File: src/rtl/rom_download_packer.sv
// rtl/rom_download_packer.sv - packs the ioctl ROM download byte stream into 16-bit sdram word writes
//
// Purpose:
//   Pairs even/odd download bytes into 16-bit words and rebases the address by BASE_ADDR.
//   Buffers the words in a small FIFO and drains them through the sdram toggle req/ack port.
//   Flags rom_loaded once the download has ended and every word has been acknowledged.
// Ports:
//   clk_sys, res_n_i                  clock, asynchronous active-low reset
//   ioctl_downl/wr/addr/dout          data_io download byte stream (wr rising edge = byte)
//   port_req/ack                      sdram toggle handshake (ack == req -> write done)
//   port_a/ds/d/we                    sdram word address, byte enables {hi,lo}, data, write enable
//   rom_loaded                        download complete and drained
//   overflow                          sticky: a word was dropped because the FIFO was full
module rom_download_packer #(
  parameter logic [24:0] BASE_ADDR  = 25'h0000000,
  parameter logic [24:0] LIMIT_ADDR = 25'h1FFFFFF,
  parameter int          FIFO_AW    = 3
) (
  input  logic        clk_sys,
  input  logic        res_n_i,
  input  logic        ioctl_downl,
  input  logic        ioctl_wr,
  input  logic [24:0] ioctl_addr,
  input  logic [7:0]  ioctl_dout,
  output logic        port_req,
  input  logic        port_ack,
  output logic [22:0] port_a,
  output logic [1:0]  port_ds,
  output logic [15:0] port_d,
  output logic        port_we,
  output logic        rom_loaded,
  output logic        overflow
);

  localparam int DEPTH = 1 << FIFO_AW;
  localparam int FW    = 23 + 2 + 16;

  typedef enum logic {S_IDLE, S_BUSY} state_t;

  state_t             state_q, state_d;
  logic               ioctl_wr_q, downl_q;
  logic               pend_q, pend_d;
  logic [7:0]         hold_q, hold_d;
  logic [22:0]        pend_a_q, pend_a_d;
  logic               stage_v_q, stage_v_d;
  logic [22:0]        stage_a_q, stage_a_d;
  logic [7:0]         stage_b_q, stage_b_d;
  logic [FIFO_AW:0]   wp_q, wp_d, rp_q, rp_d;
  logic [FW-1:0]      mem_q [DEPTH];
  logic               port_req_q, port_req_d;
  logic [22:0]        port_a_q, port_a_d;
  logic [1:0]         port_ds_q, port_ds_d;
  logic [15:0]        port_d_q, port_d_d;
  logic               port_we_q, port_we_d;
  logic               rom_loaded_q, rom_loaded_d;
  logic               overflow_q, overflow_d;
  logic               loading_q, loading_d;

  // Borrow bits of the two subtractions give the range check without constant compares.
  logic [25:0] below, above;
  logic [23:0] rel;
  logic [22:0] wa;
  logic        in_range, wr_evt, dl_rise;
  logic        fifo_empty, fifo_full, pop, push_v, do_push;
  logic [FW-1:0] push_w, head;
  logic        unused_bits;

  assign below       = {1'b0, ioctl_addr} - {1'b0, BASE_ADDR};
  assign above       = {1'b0, LIMIT_ADDR} - {1'b0, ioctl_addr};
  assign rel         = below[23:0];
  assign wa          = rel[23:1];
  assign in_range    = ~below[25] & ~above[25];
  assign unused_bits = ^{below[24], above[24:0]};
  assign wr_evt      = ioctl_wr & ~ioctl_wr_q & ioctl_downl & in_range;
  assign dl_rise     = ioctl_downl & ~downl_q;
  assign fifo_empty  = (wp_q == rp_q);
  assign fifo_full   = (wp_q[FIFO_AW] != rp_q[FIFO_AW]) &&
                       (wp_q[FIFO_AW-1:0] == rp_q[FIFO_AW-1:0]);
  assign head        = mem_q[rp_q[FIFO_AW-1:0]];
  assign do_push     = push_v & (~fifo_full | pop);

  always_comb begin
    state_d      = state_q;
    pend_d       = pend_q;
    hold_d       = hold_q;
    pend_a_d     = pend_a_q;
    stage_v_d    = stage_v_q;
    stage_a_d    = stage_a_q;
    stage_b_d    = stage_b_q;
    port_req_d   = port_req_q;
    port_a_d     = port_a_q;
    port_ds_d    = port_ds_q;
    port_d_d     = port_d_q;
    rom_loaded_d = rom_loaded_q;
    overflow_d   = overflow_q;
    loading_d    = loading_q;
    push_v       = 1'b0;
    push_w       = '0;
    pop          = 1'b0;

    // Staged odd byte goes out the cycle after its event; the end-of-download
    // flush waits for it so only one word is pushed per cycle.
    if (stage_v_q) begin
      push_v    = 1'b1;
      push_w    = {stage_a_q, 2'b10, stage_b_q, stage_b_q};
      stage_v_d = 1'b0;
    end else if (!ioctl_downl && pend_q) begin
      push_v = 1'b1;
      push_w = {pend_a_q, 2'b01, hold_q, hold_q};
      pend_d = 1'b0;
    end

    if (wr_evt) begin
      if (!rel[0]) begin
        if (pend_q) begin
          push_v = 1'b1;
          push_w = {pend_a_q, 2'b01, hold_q, hold_q};
        end
        hold_d   = ioctl_dout;
        pend_a_d = wa;
        pend_d   = 1'b1;
      end else if (pend_q && (wa == pend_a_q)) begin
        push_v = 1'b1;
        push_w = {wa, 2'b11, ioctl_dout, hold_q};
        pend_d = 1'b0;
      end else begin
        if (pend_q) begin
          push_v = 1'b1;
          push_w = {pend_a_q, 2'b01, hold_q, hold_q};
        end
        pend_d    = 1'b0;
        stage_v_d = 1'b1;
        stage_a_d = wa;
        stage_b_d = ioctl_dout;
      end
    end

    if (state_q == S_IDLE) begin
      if (!fifo_empty) begin
        pop        = 1'b1;
        port_a_d   = head[40:18];
        port_ds_d  = head[17:16];
        port_d_d   = head[15:0];
        port_req_d = ~port_req_q;
        state_d    = S_BUSY;
      end
    end else if (port_ack == port_req_q) begin
      state_d = S_IDLE;
    end

    if (push_v && fifo_full && !pop) overflow_d = 1'b1;

    if (loading_q && !ioctl_downl && fifo_empty && !pend_q && !stage_v_q &&
        (state_q == S_IDLE)) begin
      rom_loaded_d = 1'b1;
      loading_d    = 1'b0;
    end

    if (dl_rise) begin
      rom_loaded_d = 1'b0;
      overflow_d   = 1'b0;
      loading_d    = 1'b1;
    end
  end

  assign wp_d      = wp_q + {{FIFO_AW{1'b0}}, do_push};
  assign rp_d      = rp_q + {{FIFO_AW{1'b0}}, pop};
  assign port_we_d = ioctl_downl | ~fifo_empty | (state_q == S_BUSY);

  always_ff @(posedge clk_sys or negedge res_n_i) begin
    if (!res_n_i) begin
      state_q      <= S_IDLE;
      ioctl_wr_q   <= 1'b0;
      downl_q      <= 1'b0;
      pend_q       <= 1'b0;
      hold_q       <= '0;
      pend_a_q     <= '0;
      stage_v_q    <= 1'b0;
      stage_a_q    <= '0;
      stage_b_q    <= '0;
      wp_q         <= '0;
      rp_q         <= '0;
      port_req_q   <= 1'b0;
      port_a_q     <= '0;
      port_ds_q    <= '0;
      port_d_q     <= '0;
      port_we_q    <= 1'b0;
      rom_loaded_q <= 1'b0;
      overflow_q   <= 1'b0;
      loading_q    <= 1'b0;
    end else begin
      state_q      <= state_d;
      ioctl_wr_q   <= ioctl_wr;
      downl_q      <= ioctl_downl;
      pend_q       <= pend_d;
      hold_q       <= hold_d;
      pend_a_q     <= pend_a_d;
      stage_v_q    <= stage_v_d;
      stage_a_q    <= stage_a_d;
      stage_b_q    <= stage_b_d;
      wp_q         <= wp_d;
      rp_q         <= rp_d;
      port_req_q   <= port_req_d;
      port_a_q     <= port_a_d;
      port_ds_q    <= port_ds_d;
      port_d_q     <= port_d_d;
      port_we_q    <= port_we_d;
      rom_loaded_q <= rom_loaded_d;
      overflow_q   <= overflow_d;
      loading_q    <= loading_d;
    end
  end

  always_ff @(posedge clk_sys) begin
    if (do_push) mem_q[wp_q[FIFO_AW-1:0]] <= push_w;
  end

  assign port_req   = port_req_q;
  assign port_a     = port_a_q;
  assign port_ds    = port_ds_q;
  assign port_d     = port_d_q;
  assign port_we    = port_we_q;
  assign rom_loaded = rom_loaded_q;
  assign overflow   = overflow_q;

endmodule
File: config.mk
export PLATFORM = sky130hd
export DESIGN_NAME = rom_download_packer
export DESIGN_NICKNAME = d
export VERILOG_FILES = /design/src/rtl/rom_download_packer.sv
export SDC_FILE = /design/constraint.sdc
export NUM_CORES = 1
export LEC_CHECK = 0
export ABC_AREA = 1
export CORE_MARGIN = 2
export CORE_UTILIZATION = 55
export DETAILED_ROUTE_END_ITERATION = 6
export PLACE_DENSITY = 0.81
export SYNTH_ARGS = -nofsm -noshare
export SYNTH_HDL_FRONTEND = slang
export SYNTH_SLANG_ARGS = --single-unit
File: constraint.sdc
create_clock -name clk_sys -period 4.1 [get_ports clk_sys]
set_clock_uncertainty 0.2 [all_clocks]
set_input_delay 0.41 -clock clk_sys [delete_from_list [all_inputs] [get_ports clk_sys]]
set_output_delay 0.41 -clock clk_sys [all_outputs]
set_load 0.02 [all_outputs]
==> results.py <==
metrics = {
    "status": {
        "status": "finished clean",
    },
    "global_routing": {
        "grt_max_degree": 82,
        "busiest_layer": "met2",
        "met3_usage": 0.0403,
        "grt.overflow.total": 0,
        "antenna_found_initial": 0,
        "grt_use_met1": 0.315,
        "grt_pass1_vias": 12715,
        "grt_pass1_wl_mm": 66.2,
        "grt_use_total": 0.235,
        "use_met2": 0.391,
    },
    "routing": {
        "vias_per_cell": 5.69,
        "ant_nets": 0,
        "drc": 0,
        "wl_per_cell_um": 18.6,
        "drt-initial-drc-count": 1410,
        "routed_wl_mm": 42.6,
        "vias": 13051,
        "firstDrtPassIters": 6,
    },
    "sta": {
        "hold_viol": 0,
        "fin_tns_setup_ns": 0,
        "rsz0062_at_grt": "false",
        "setup_violations": 0,
        "relSlewSlack": 0.145,
        "finalCritPeriodShare": 0.702,
        "hold_slack_ns": 0.140,
        "fmax_ghz": 0.348,
        "setup_ws_ns": 1.22,
        "slew_violations": 0,
        "worst_slew_pin_slew_ns": 1.27,
        "min_period_ns": 2.88,
    },
    "clock_tree": {
        "clockBufferDepth": 3,
        "cts_tree": "yes",
        "clkSinkCount": 449,
        "clk_pin_slew_ns": 0.06,
        "cts-buffers-inserted": 44,
        "cts_max_level": 2,
        "post_cts_buffers": 0,
        "worstSkewPairLatency_ns": 0.54,
        "cts_root_buf": "clkbuf_16",
    },
    "final_layout": {
        "area_growth_syn_to_layout_pct": 14.0,
        "nNetsFinal": 1846,
        "layout-drive-gt1-share": 0.0723,
        "antenna_cells": 0,
        "post-route-util": 0.634,
        "nFillCells": 2477,
    },
    "yosys": {
        "yosysTopAreaCellShare": 0.514,
        "synthDistinctLibCells": 31,
        "synth-compound-area-share": 0.114,
        "yosys_warnings": 0,
        "synthesis.area_mm2": 0.0192,
        "synth-simple-area-share": 0.105,
        "synthesis.instances": 1735,
        "synth_fp_nets": 1777,
        "yosysSeqAreaShare": 0.672,
        "synth_edf_count": 328,
        "synth_top_family_by_area": "compound AO/OA/AOI/OAI gates",
        "async_reset_ff_frac": 0.269,
        "yosysMostFrequentCell": "nand2_1",
        "synth_mux_area_frac": 0.0428,
        "synth_ff_type": "edfxtp_1",
        "ys_seq_elements": 449,
        "yosys.area.top_type": "edfxtp_1",
        "synthAdderAreaFrac": 0.00261,
        "syn_avg_cell_area_um2": 11.1,
        "synthTopCellsByCount": "nand2_1 (361), edfxtp_1 (328), o21ai_0 (226)",
        "synth_xor_area_frac": 0.00457,
        "yosys-top-cells-area": "edfxtp_1 (51%), dfrtp_1 (16%), nand2_1 (7.1%)",
    },
    "pwr": {
        "p_int_uw": 9510,
        "power_frac_comb": 0.309,
        "p_leak_uw": 0.00877,
        "p_per_area_mw_per_mm2": 666,
        "p_total_uw": 14600,
        "seqPwrFrac": 0.416,
        "clkPwrFrac": 0.275,
        "swShare": 0.347,
        "ir_drop_mv": 0.418,
        "power_switching_uw": 5050,
    },
    "worst_setup_path": {
        "rr_worst_depth": 5,
        "endpoint_kind": "flop",
        "crit_required_ns": 4.13,
        "worstPathArrival_ns": 2.90,
        "cp-start-kind": "flop",
        "critPathMaxFanout": 37,
        "critical_path_class": "flop to flop",
    },
    "placement": {
        "port_buffers": 81,
        "pre_cts_ws_ns": 0.775,
        "place_hpwl_mm": 25.1,
        "gp_congestion": 0.944,
    },
    "floorplan": {
        "die_w_um": 191,
        "std_cell_rows": 68,
        "initial_core_util": 0.556,
        "ios": 83,
        "core_area_mm2": 0.0345,
        "die_h_um": 191,
        "die-area_mm2": 0.0364,
    },
    "job": {
        "drv_cap": 0,
    },
    "min_path": {
        "hold_depth": 1,
        "worstHoldPathType": "input port to flop",
    },
}
-- cell type report --
class,count,area [µm²],area share
sequential,449,12900,0.589
multi-input combinational,1020,5190,0.238
clock buffer,60,1270,0.0579
timing repair buffer,118,1100,0.0504
inverter,171,643,0.0294
tap,455,569,0.0260
clock inverter,21,203,0.00927
-- critical path, cell delays in order (launching register included) --
cell and delay [ns]:
dfrtp_4 0.74, xnor2_1 0.19, nand3_2 0.15, o21ai_1 0.78, nor3_2 0.11, buf_4 0.36
-- power by group through the flow --
stage	Clock, µW	Combinational, µW	Sequential, µW
2_1_floorplan	0	2960	6230
3_3_place_gp	0	4260	6090
3_5_place_dp	0	4420	6130
4_1_cts	4040	4500	6040
5_1_grt	4220	4940	6110
6_report	4010	4500	6050
-- logic make-up (layout without fill, tap and decap cells) --
kind of cell | after synthesis | count (layout)
xor gates and xnor gates | 10 | 10
muxes | 82 | 82
DFF | 449 | 449
buffers and inverters | 266 | 370
AOI/OAI and AO/OA | 423 | 423
and+or+nand+nor | 501 | 501
adders and majority gates | 4 | 4
-- layout by cell type, fill, tap and decap left out, types with 8 or more instances in the layout --
cell type / netlist / final
nand3_1: 37 / 37
dfrtp_1: 121 / 119
nand2_1: 361 / 361
clkbuf_16: 0 / 45
a31oi_1: 41 / 41
a21oi_1: 93 / 93
edfxtp_1: 328 / 328
clkdlybuf4s50_1: 0 / 80
clkbuf_8: 0 / 8
mux2i_1: 82 / 82
buf_4: 8 / 36
nor3_2: 0 / 8
inv_1: 164 / 164
o21ai_1: 54 / 54
o21ai_0: 226 / 226
nor2_1: 78 / 78
-- worst paths after layout --
check	start	end	slack, ns
max	rp_q[0]	mem_q[2][31]	1.22
min	ioctl_wr	ioctl_wr_q	0.14
max reg2reg	rp_q[0]	mem_q[2][31]	1.22
min reg2reg	downl_q	loading_q	0.27
max in group asynchronous	res_n_i	pend_a_q[4]	2.47
min in group asynchronous	res_n_i	ioctl_wr_q	0.36
-- stage by stage --
stage	instance area, µm²	std cells
after floorplan	19200	1735
final	21900	2294
after global routing	21900	2294
after detailed placement	20400	2212
after CTS	21900	2294
after global placement	20400	2212
-- state kept, by name, summed over array words and instances, names as in the netlist --
| name | count |
|---|---|
| downl_q | 1 |
| hold_q | 8 |
| ioctl_wr_q | 1 |
| loading_q | 1 |
| mem_q | 328 |
| overflow | 1 |
| pend_a_q | 23 |
| pend_q | 1 |
| port_a | 23 |
| port_d | 16 |
| port_ds | 2 |
| port_req | 1 |
| port_we | 1 |
| rom_loaded | 1 |
| rp_q | 4 |
| stage_a_q | 23 |
| stage_b_q | 8 |
| stage_v_q | 1 |
| state_q | 1 |
| wp_q | 4 |
-- metal layers --
layer  wire (µm)  vias to the layer above
li1            -                     6110
met1       17000                     6232
met2       20500                      607
met3        3880                      102
met4        1200                        0
met5           0                        -
-- timing repair --
action | CTS | global route
resized for setup | 0 | 0
hold buffers | 1 | 0
endpoints found under the hold margin | 55 | 0
Power figures use the tool's default switching activity.
